[src/rtl/ram_sp_clr_if.sv]
// Access bus for ram_sp_clr: write port, read port, clear request and status.
// master drives requests, slave is the RAM.
interface ram_sp_clr_if #(
    parameter int DATA_W = 8,
    parameter int ADDR_W = 2
);
    logic              wr_en;
    logic [ADDR_W-1:0] wr_addr;
    logic [DATA_W-1:0] data_in;
    logic              rd_en;
    logic [ADDR_W-1:0] rd_addr;
    logic              clr_req;
    logic [DATA_W-1:0] data_out;
    logic              rd_valid;
    logic              ready;
    logic              access_drop;

    modport master (
        output wr_en, wr_addr, data_in, rd_en, rd_addr, clr_req,
        input  data_out, rd_valid, ready, access_drop
    );

    modport slave (
        input  wr_en, wr_addr, data_in, rd_en, rd_addr, clr_req,
        output data_out, rd_valid, ready, access_drop
    );
endinterface

[src/rtl/ram_sp_clr.sv]
// Simple-dual-port synchronous RAM with registered read, selectable
// read-during-write behaviour and a sequencer that zeroes the array.
module ram_sp_clr #(
    parameter int DATA_W    = 8,
    parameter int ADDR_W    = 2,
    parameter int READ_MODE = 0
) (
    input  logic        clk,
    input  logic        rst_n,
    ram_sp_clr_if.slave bus
);
    localparam int DEPTH = 1 << ADDR_W;

    localparam logic [0:0] S_CLEAR = 1'b0;
    localparam logic [0:0] S_READY = 1'b1;

    logic [0:0]        r_state;
    logic [ADDR_W-1:0] r_clr_cnt;
    logic [DATA_W-1:0] r_mem [DEPTH];
    logic [DATA_W-1:0] r_data_out;
    logic              r_rd_valid;
    logic              r_access_drop;

    logic              w_access;
    logic              w_accept;
    logic              w_rd_go;
    logic              w_collide;
    logic [DATA_W-1:0] w_rd_data;
    logic              w_mem_we;
    logic [ADDR_W-1:0] w_mem_addr;
    logic [DATA_W-1:0] w_mem_din;

    // Accesses only land in READY and only when no clear is requested on the same edge.
    assign w_access  = bus.wr_en | bus.rd_en;
    assign w_accept  = (r_state == S_READY) & ~bus.clr_req;
    assign w_rd_go   = w_accept & bus.rd_en;
    assign w_collide = bus.wr_en & (bus.wr_addr == bus.rd_addr);
    assign w_rd_data = (READ_MODE != 0 && w_collide) ? bus.data_in : r_mem[bus.rd_addr];

    // The clear sequencer shares the single write port with user writes.
    assign w_mem_we   = (r_state == S_CLEAR) | (w_accept & bus.wr_en);
    assign w_mem_addr = (r_state == S_CLEAR) ? r_clr_cnt : bus.wr_addr;
    assign w_mem_din  = (r_state == S_CLEAR) ? '0 : bus.data_in;

    always_ff @(posedge clk) begin
        if (w_mem_we)
            r_mem[w_mem_addr] <= w_mem_din;
    end

    always_ff @(posedge clk or negedge rst_n) begin
        if (!rst_n) begin
            r_state       <= S_CLEAR;
            r_clr_cnt     <= '0;
            r_data_out    <= '0;
            r_rd_valid    <= 1'b0;
            r_access_drop <= 1'b0;
        end else begin
            r_rd_valid    <= w_rd_go;
            r_access_drop <= w_access & ~w_accept;
            if (w_rd_go)
                r_data_out <= w_rd_data;
            case (r_state)
                S_CLEAR: begin
                    r_clr_cnt <= r_clr_cnt + 1'b1;
                    if (&r_clr_cnt)
                        r_state <= S_READY;
                end
                default: begin
                    if (bus.clr_req) begin
                        r_state   <= S_CLEAR;
                        r_clr_cnt <= '0;
                    end
                end
            endcase
        end
    end

    assign bus.data_out    = r_data_out;
    assign bus.rd_valid    = r_rd_valid;
    assign bus.ready       = (r_state == S_READY);
    assign bus.access_drop = r_access_drop;
endmodule

[src/flat_wrapper.sv]
// flat-port wrapper written by rule: the top's interface ports become plain ports
module ram_sp_clr_flat 
#(
    parameter int DATA_W    = 8,
    parameter int ADDR_W    = 2,
    parameter int READ_MODE = 0
)
  (clk, rst_n, bus_wr_en, bus_wr_addr, bus_data_in, bus_rd_en, bus_rd_addr, bus_clr_req, bus_data_out, bus_rd_valid, bus_ready, bus_access_drop);
  ram_sp_clr_if #(.DATA_W(DATA_W), .ADDR_W(ADDR_W)) bus_i ();
  input  logic clk;
  input  logic rst_n;
  input wire logic [$bits(bus_i.wr_en)-1:0] bus_wr_en;
  input wire logic [$bits(bus_i.wr_addr)-1:0] bus_wr_addr;
  input wire logic [$bits(bus_i.data_in)-1:0] bus_data_in;
  input wire logic [$bits(bus_i.rd_en)-1:0] bus_rd_en;
  input wire logic [$bits(bus_i.rd_addr)-1:0] bus_rd_addr;
  input wire logic [$bits(bus_i.clr_req)-1:0] bus_clr_req;
  output wire logic [$bits(bus_i.data_out)-1:0] bus_data_out;
  output wire logic [$bits(bus_i.rd_valid)-1:0] bus_rd_valid;
  output wire logic [$bits(bus_i.ready)-1:0] bus_ready;
  output wire logic [$bits(bus_i.access_drop)-1:0] bus_access_drop;
  assign bus_i.wr_en = bus_wr_en;
  assign bus_i.wr_addr = bus_wr_addr;
  assign bus_i.data_in = bus_data_in;
  assign bus_i.rd_en = bus_rd_en;
  assign bus_i.rd_addr = bus_rd_addr;
  assign bus_i.clr_req = bus_clr_req;
  assign bus_data_out = bus_i.data_out;
  assign bus_rd_valid = bus_i.rd_valid;
  assign bus_ready = bus_i.ready;
  assign bus_access_drop = bus_i.access_drop;
  ram_sp_clr #(.DATA_W(DATA_W), .ADDR_W(ADDR_W), .READ_MODE(READ_MODE)) u_core (.clk(clk), .rst_n(rst_n), .bus(bus_i));
endmodule
[config.mk]
export PLATFORM = sky130hd
export DESIGN_NAME = ram_sp_clr_flat
export DESIGN_NICKNAME = d
export VERILOG_FILES = /design/src/rtl/ram_sp_clr_if.sv /design/src/rtl/ram_sp_clr.sv /design/src/flat_wrapper.sv
export SDC_FILE = /design/constraint.sdc
export NUM_CORES = 1
export LEC_CHECK = 0
export BUFFER_PORTS_ARGS = -buffer_cell sky130_fd_sc_hd__buf_2
export CORE_ASPECT_RATIO = 1.5
export CORE_MARGIN = 1.5
export CORE_UTILIZATION = 55
export DETAILED_ROUTE_END_ITERATION = 10
export PLACE_DENSITY = 0.78
export SETUP_SLACK_MARGIN = 0.3
export SYNTH_ARGS = -nofsm -noshare
export SYNTH_HDL_FRONTEND = slang
export SYNTH_SLANG_ARGS = --single-unit
[constraint.sdc]
create_clock -name clk -period 2.71 [get_ports clk]
set_input_delay 0.271 -clock clk [delete_from_list [all_inputs] [get_ports clk]]
set_output_delay 0.271 -clock clk [all_outputs]
set_load 0.05 [all_outputs]
## After elaboration in Yosys (flattened, before gate mapping)

Memory sizes are Yosys's and may differ from the RTL's. A register that Yosys moved wholly into a read port is not among the register bits.
Index checks and enable logic that the tools add are counted.

- Add/subtract/negate cells: 1
- Eq/ne operators: 1
- Reductions and logical operators: 2
- Bitwise operators: 9
- Mux-type cells: 9

Operator list:

| operator | count |
|---|---|
| two-way mux 8 bit | 1 |
| two-way mux 2 bit | 3 |
| two-way mux 1 bit | 5 |
| bitwise AND 1 bit | 4 |
| NOT 1 bit | 3 |
| adder 2 x 1 -> 2 bit, second input constant | 1 |
| inequality test 2 bit, second input constant | 1 |
| OR 1 bit | 2 |
| AND reduction 2 bit | 1 |
| logical NOT 1 bit | 1 |

- Output and inout port bits: 11
- Word-level logic and storage cells: 27
- Memories: 1
- Register bits: 5
- Input port bits: 17
- Bits in writable memories: 32

Memories:

| memory | words | bits a word | rd ports | clocked after memory_dff | wr ports | line | RTL |
|---|---|---|---|---|---|---|---|
| u_core.r_mem | 4 | 8 | 1 | 1 | 1 | ram_sp_clr.sv:19 | `logic [DATA_W-1:0] r_mem [DEPTH];` |

## Longest topological paths before layout

Gate-level depths: netlist of run 1.

- Depth after elaboration: 6
- Gate-level depth with buffers: 4
- Gate-level depth less buffers: 3

## Worst setup path after synthesis of run 1

Ideal clock, no wire load.

- Path type: reg2reg
- Start point: register u_core.r_state (netlist: u_core.bus.ready)
- End point: memory u_core.r_mem[0][0], enable pin
- Cell stages (with the launch flop): 4
- Path slack: 0.567 ns
- Path buffers: 1
- Library setup time: 0.375 ns
- Data arrival time: 1.767 ns
- Required time: 2.335 ns
- Path through: dfrtp_1 > clkbuf_1 > mux2_2 > a21oi_1

- Word-level cells in the longest chain between the ends: 5
- Elaborated cells on any way between the ends: 7

RTL lines:

| element | line | RTL |
|---|---|---|
| start: declaration | ram_sp_clr.sv:17 | `logic [0:0] r_state;` |
| start signal: assignment | ram_sp_clr.sv:52 | `r_state <= S_CLEAR;` |
| start signal: assignment | ram_sp_clr.sv:66 | `r_state <= S_READY;` |
| start signal: assignment | ram_sp_clr.sv:70 | `r_state <= S_CLEAR;` |
| bitwise AND 1 bit | ram_sp_clr.sv:35 | `assign w_accept = (r_state == S_READY) & ~bus.clr_req;` |
| bitwise AND 1 bit | ram_sp_clr.sv:41 | `assign w_mem_we = (r_state == S_CLEAR) \| (w_accept & bus.wr_en);` |
| OR 1 bit | ram_sp_clr.sv:41 |  |
| two-way mux 1 bit | ram_sp_clr.sv:46 | `if (w_mem_we)` |
| two-way mux 1 bit (implied by the code) | ram_sp_clr.sv:47 | `r_mem[w_mem_addr] <= w_mem_din;` |
| end: declaration | ram_sp_clr.sv:19 |  |

Parallel ways exist; a longest one is shown, timed or not.

## Final worst setup path of run 1

Same ends and word-level chain as after synthesis.

==> run_results.csv, run 1 <==
group,metric,value,unit
worst_setup_path,cp_top_family,"flip-flops",
route,wl_met3,110,um
sta,slew_violations,0,
route,vias_per_cell,5.44,
sta,fin_crit,2.07,ns
outcome,status,"finished clean",
clock_network,cts-root-buf,"clkbuf_8",
cells_and_area,num-fill-cells,229,
floorplanning,die_y,73.2,um
floorplanning,start_util,0.572,
global_routing,first_global_vias,966,
sta,worstMarginPinSlew,0.837,ns
clock_network,hold_buffers,1,
sta,fmax,483,MHz
clock_network,clock_latency,0.29,ns
worst_setup_path,crit_buf_inv,0,
cells_and_area,diodes,0,
global_routing,grt_max_degree,22,
clock_network,htreeDepth,2,
clock_network,clkTransAtPathRegs,0.08,ns
global_routing,grt_pass1_wl,4750,um
floorplanning,pin_count,28,
sta,fin_crit_sh,0.763,
route,route.top_layer_used,"met4",
cells_and_area,drive_above_1_share,0.425,
worst_setup_path,worst-r2r-cell-count,2,
logic_synthesis,synthCells,95,
route,wirelength_met1,1170,um
worst_setup_path,worstSetupStartpoint,"u_core.bus.ready",
floorplanning,core,3160,um^2
flow_run,cap_violations,0,
worst_setup_path,reg2reg_from,"u_core.bus.ready",
route,drc,0,
logic_synthesis,ys_warn_count,0,
floorplanning,die_w,49.8,um
worst_setup_path,criticalPathCategory,"reg -> reg",
worst_setup_path,arrival,1.99,ns
power,peakVddDrop,0.768,mV
power,p_leak,0.816,nW
global_routing,grt-ovfl-total,0,
worst_setup_path,crit_chain,"mux2_2 > a21oi_1",
logic_synthesis,synth_cell_types,23,
logic_synthesis,synth_top_cell_by_area,"edfxtp_1",
worst_hold_path,worstHoldEndpoint,"u_core.r_clr_cnt[1]",
worst_hold_path,hp-start,"bus_clr_req",
route,drt_iter0_drc,17,
worst_setup_path,ff2ff_setup_slack,0.64,ns
floorplanning,design.die.area,3650,um^2
worst_hold_path,hold_depth,2,
cells_and_area,fin_util,0.655,
cells_and_area,area_growth,14.5,%
sta,max_slew_margin,0.442,
logic_synthesis,yosysMostFrequentCell,"edfxtp_1",
logic_synthesis,synth_area_leaders,"edfxtp_1 53%, dfrtp_1 18%, mux4_2 10%",
power,p_per_area,1140,nW/um^2
floorplanning,rows,25,
worst_setup_path,cp_max_fo,21,
route,antenna_left,0,
global_routing,antenna_found_initial,0,
sta,grt_setup_unrepaired,"false",
sta,final.setup.tns,0,ns
placement,place_congestion,0.753,
logic_synthesis,ys_top_cells_by_count,"32 x edfxtp_1, 13 x dfrtp_1, 8 x and2_1, 8 x mux2_4, 8 x mux4_2",
worst_setup_path,crit_required,2.64,ns
sta,fin_skew,0.00174,ns
clock_network,cts.sinks,45,
logic_synthesis,synth-async-reset-ratio,0.289,
logic_synthesis,ys_seq_area_frac,0.711,
route,wl_met2,1520,um
sta,hold_violations,0,
sta,setup_viol,0,
worst_setup_path,endpoint_kind,"register",
clock_network,clockBufferDepth,2,
logic_synthesis,netlist.area_leader.share,0.531,
logic_synthesis,ys_ff_latch,45,
placement,dp_hpwl,2160,um
worst_setup_path,slowest_stage,"dfrtp_1",
clock_network,cts_buffers,5,
worst_hold_path,hp-class,"in -> reg",
logic_synthesis,synth_edf_count,32,
clock_network,postCtsSetupBuffers,0,
route,num_vias,908,
global_routing,gr-usage-all-layers,0.189,
worst_setup_path,critPathLaunchType,"register",
route,drt_first_pass_iters,4,
placement,io_buffers,27,
logic_synthesis,syn-cell-area,1810,um^2
cells_and_area,nNetsFinal,144,
logic_synthesis,avgSynthCellArea,19.0,um^2
route,wl_per_cell,17.1,um
logic_synthesis,ys.flop_type,"edfxtp_1",
logic_synthesis,syn_nets,113,
route,drt_wl_total,2860,um
clock_network,ctsResizeCount,0,
worst_setup_path,regToRegEndpoint,"u_core.r_mem[0][0]",
worst_setup_path,crit_path_max_incr_delay,0.68,ns
clock_network,cts_tree,"done",
==> cells in the final DEF (no fill, tap or decap) <==
master         instances
mux4_2                 8
inv_1                  2
and3b_1                1
nand2b_1               1
mux2i_1                1
nand4bb_1              1
clkbuf_8               5
dfrtp_1               13
buf_4                  1
dlygate4sd3_1          1
mux2_2                 2
nand4b_1               1
and2_1                 8
o22ai_1                1
nor2_1                 1
a21oi_1                5
mux2_4                 8
buf_2                 27
clkbuf_1               1
or2_2                  1
edfxtp_1              32
ha_1                   1
nand2_1                2
nand3b_1               1
clkinvlp_4             2
==> registers in the layout, summed over array words and instances, names as in the netlist <==
| name | cells |
|---|---|
| u_core.bus.ready | 1 |
| u_core.r_clr_cnt | 2 |
| u_core.bus.data_out | 8 |
| u_core.r_mem | 32 |
| u_core.bus.rd_valid | 1 |
| u_core.bus.access_drop | 1 |
==> kinds of logic (layout without fill, tap and decap cells) <==
family                     count (synthesis)  in the layout  synth area share
DFF                                       45             45             0.711
muxes                                     19             19             0.184
and+or+nand+nor                           17             17            0.0609
buffers and inverters                      7             39            0.0194
AOI/OAI and AO/OA                          6              6            0.0173
adders and majority gates                  1              1           0.00692
==> cell type report <==
type | count | area [um^2] | area share
Clock buffer | 6 | 72.6 | 0.0350
Clock inverter | 2 | 15.0 | 0.00725
Inverter | 2 | 7.51 | 0.00363
Multi-Input combinational cell | 43 | 487 | 0.235
Sequential cell | 45 | 1290 | 0.621
Tap cell | 40 | 50.0 | 0.0242
Timing Repair Buffer | 29 | 153 | 0.0737
==> power breakdown <==
group          internal [mW]  switching [mW]
Sequential              1.07           0.119
Clock                  0.181           0.215
Combinational          0.286           0.490
==> through the flow <==
stage               instance area (um^2)  std cells  setup WS [ns]  hold WS, ns  total power [mW]
floorplan                           1810         95          0.567      -0.0246              1.79
global placement                    1970        158          0.730        0.176              1.96
detailed placement                  1970        158          0.612        0.182              2.00
CTS                                 2070        167          0.602        0.204              2.39
global route                        2070        167          0.453        0.222              2.49
finish                              2070        167          0.641        0.214              2.36
==> per-layer routing <==
metal  up-vias  global-route usage
li1        426                   -
met1       447               0.203
met2        31               0.333
met3         4              0.0512
met4         0               0.102
met5         -                   0
==> worst max-delay path by stage <==
stage	to	slack (ns)	cells past startpoint
after floorplan	u_core.r_mem[0][0]	0.57	3
after global placement	u_core.r_mem[1][4]	0.73	2
after detailed placement	u_core.r_mem[0][0]	0.61	2
after CTS	u_core.r_mem[0][7]	0.60	2
after global routing	u_core.r_mem[1][1]	0.45	2
final	u_core.r_mem[0][0]	0.64	2
Note: power is estimated with default switching activity, not from simulation.
==> run 2, diff against run 1 <==
- clock period: 2.71 -> 2 ns (I/O delays scaled with it)
==> run 2 against run 1 <==
Clock power is 66% higher. Count of clock-buffer cells in the layout unchanged. Sequential power up 37%. Cell area is 2.8% higher. Total power up 44%. Sequential share of layout area down 1.7 points. Highest routed layer unchanged.
==> run_results.csv, run 2 (synthesis gave the netlist of run 1 again) <==
group,metric,value,unit
global_routing,antenna_found_initial,0,
placement,placed_cells,158,
worst_setup_path,reg2reg_from,"u_core.bus.ready",
worst_setup_path,worstSetupStartpoint,"u_core.bus.ready",
route,antenna_left,0,
sta,worstMarginPinSlew,0.458,ns
cells_and_area,drive_above_1_share,0.465,
route,drt_wl_total,3070,um
power,p_leak,0.837,nW
sta,fin_crit,1.69,ns
global_routing,grt_max_degree,22,
global_routing,top_usage_layer,"met2",
floorplanning,pin_count,28,
power,p_per_area,1600,nW/um^2
cells_and_area,final_cell_mix,"32 x edfxtp_1, 27 x buf_2, 12 x dfrtp_1",
clock_network,clkTransAtPathRegs,0.08,ns
global_routing,use_met2,0.339,
clock_network,htreeDepth,2,
worst_setup_path,endpoint_kind,"register",
floorplanning,core,3160,um^2
sta,final.setup.tns,0,ns
cells_and_area,largest_register_ffs,32,
clock_network,cts_tree,"done",
clock_network,cts-root-buf,"clkbuf_8",
cells_and_area,layout_commonest_cell,"edfxtp_1",
sta,setup_viol,0,
sta,fin_crit_sh,0.843,
placement,dpl_worst_slack,0.309,ns
cells_and_area,area_growth,17.8,%
worst_setup_path,setup.worst_path.end,"u_core.r_mem[1][4]",
cells_and_area,max_flop_register,"u_core.r_mem",
outcome,status,"finished clean",
sta,fin_skew,0.00906,ns
clock_network,clock_latency,0.30,ns
clock_network,cts.sinks,45,
placement,io_buffers,27,
worst_setup_path,arrival,1.63,ns
sta,fmax,593,MHz
worst_setup_path,criticalPathCategory,"reg -> reg",
route,vias_per_cell,5.53,
clock_network,cts_buffers,5,
route,drt_iter0_drc,36,
worst_hold_path,hp-class,"in -> reg",
sta,max_slew_margin,0.686,
cells_and_area,instances_no_fill,167,
global_routing,first_global_vias,999,
power,peakVddDrop,1.05,mV
route,num_vias,923,
sta,grt_setup_unrepaired,"true",
placement,place_congestion,0.761,
floorplanning,die_y,73.2,um
global_routing,grt-ovfl-total,0,
flow_run,cap_violations,0,
worst_setup_path,cp_max_fo,21,
clock_network,clockBufferDepth,2,
worst_setup_path,regToRegEndpoint,"u_core.r_mem[1][4]",
floorplanning,die_w,49.8,um
floorplanning,rows,25,
floorplanning,start_util,0.572,
sta,hold_violations,0,
route,drc,0,
worst_setup_path,crit_required,1.95,ns
global_routing,grt.met1_usage,0.196,
sta,worst_slack,0.314,ns
cells_and_area,nNetsFinal,144,
cells_and_area,diodes,0,
cells_and_area,num-fill-cells,227,
route,wl_per_cell,18.4,um
worst_setup_path,ff2ff_setup_slack,0.31,ns
worst_setup_path,critPathLaunchType,"register",
global_routing,grtUsageMet3,0.0492,
route,drt_first_pass_iters,4,
global_routing,gr-usage-all-layers,0.191,
placement,dp_hpwl,2290,um
power,finalPower,3.41,mW
floorplanning,design.die.area,3650,um^2
worst_setup_path,worst-r2r-cell-count,2,
global_routing,grt_pass1_wl,4710,um
sta,slew_violations,0,
## run 2: what timing repair did
item	4_1_cts	5_1_grt
endpoints found under the setup margin	8	16
setup buffers	0	0
endpoints found under the hold margin	13	0
resized for setup	1	1
hold buffers	1	0
cloned	0	0
## run 2: worst min-delay path by stage
stage / from / to / slack (ns) / cells after the start
global placement: rst_n / u_core.bus.data_out[0] / 0.10 / 1
floorplan: rst_n / u_core.bus.access_drop / -0.1 / 0
global route: bus_clr_req / u_core.r_clr_cnt[1] / 0.16 / 2
detailed placement: rst_n / u_core.bus.data_out[0] / 0.11 / 1
finish: bus_clr_req / u_core.r_clr_cnt[1] / 0.14 / 2
CTS: bus_clr_req / u_core.r_clr_cnt[1] / 0.14 / 2
## run 2: metrics by stage
| step | cell area, um^2 | hold slack [ns] | util |
|---|---|---|---|
| 6_report | 2130 | 0.142 | 0.674 |
| 5_1_grt | 2130 | 0.157 | 0.674 |
| 4_1_cts | 2120 | 0.138 | 0.672 |
| 3_5_place_dp | 2000 | 0.114 | 0.632 |
| 3_3_place_gp | 2000 | 0.102 | 0.632 |
| 2_1_floorplan | 1830 | -0.0956 | - |
## run 2: final cells by class
class	count	area [um^2]	share of cell area
Clock buffer	6	72.6	0.0341
Sequential cell	45	1290	0.605
Inverter	2	7.51	0.00353
Multi-Input combinational cell	43	524	0.246
Timing Repair Buffer	29	153	0.0717
Clock inverter	2	35.0	0.0165
Tap cell	40	50.0	0.0235
## run 2: power breakdown
group          internal (mW)  switching, mW
sequential              1.45          0.171
combinational          0.407          0.718
clock                  0.370          0.286
total                   2.23           1.17
## run 2: critical path, stage by stage (launching register included)
cell and delay, ns:
dfrtp_2 0.56, mux2_2 0.42, a21oi_2 0.35
## run 2: layer usage
layer / vias up / share of wire
met4: 0 / 0.039
met2: 30 / 0.53
li1: 424 / -
met1: 459 / 0.39
met3: 10 / 0.037
met5: - / 0
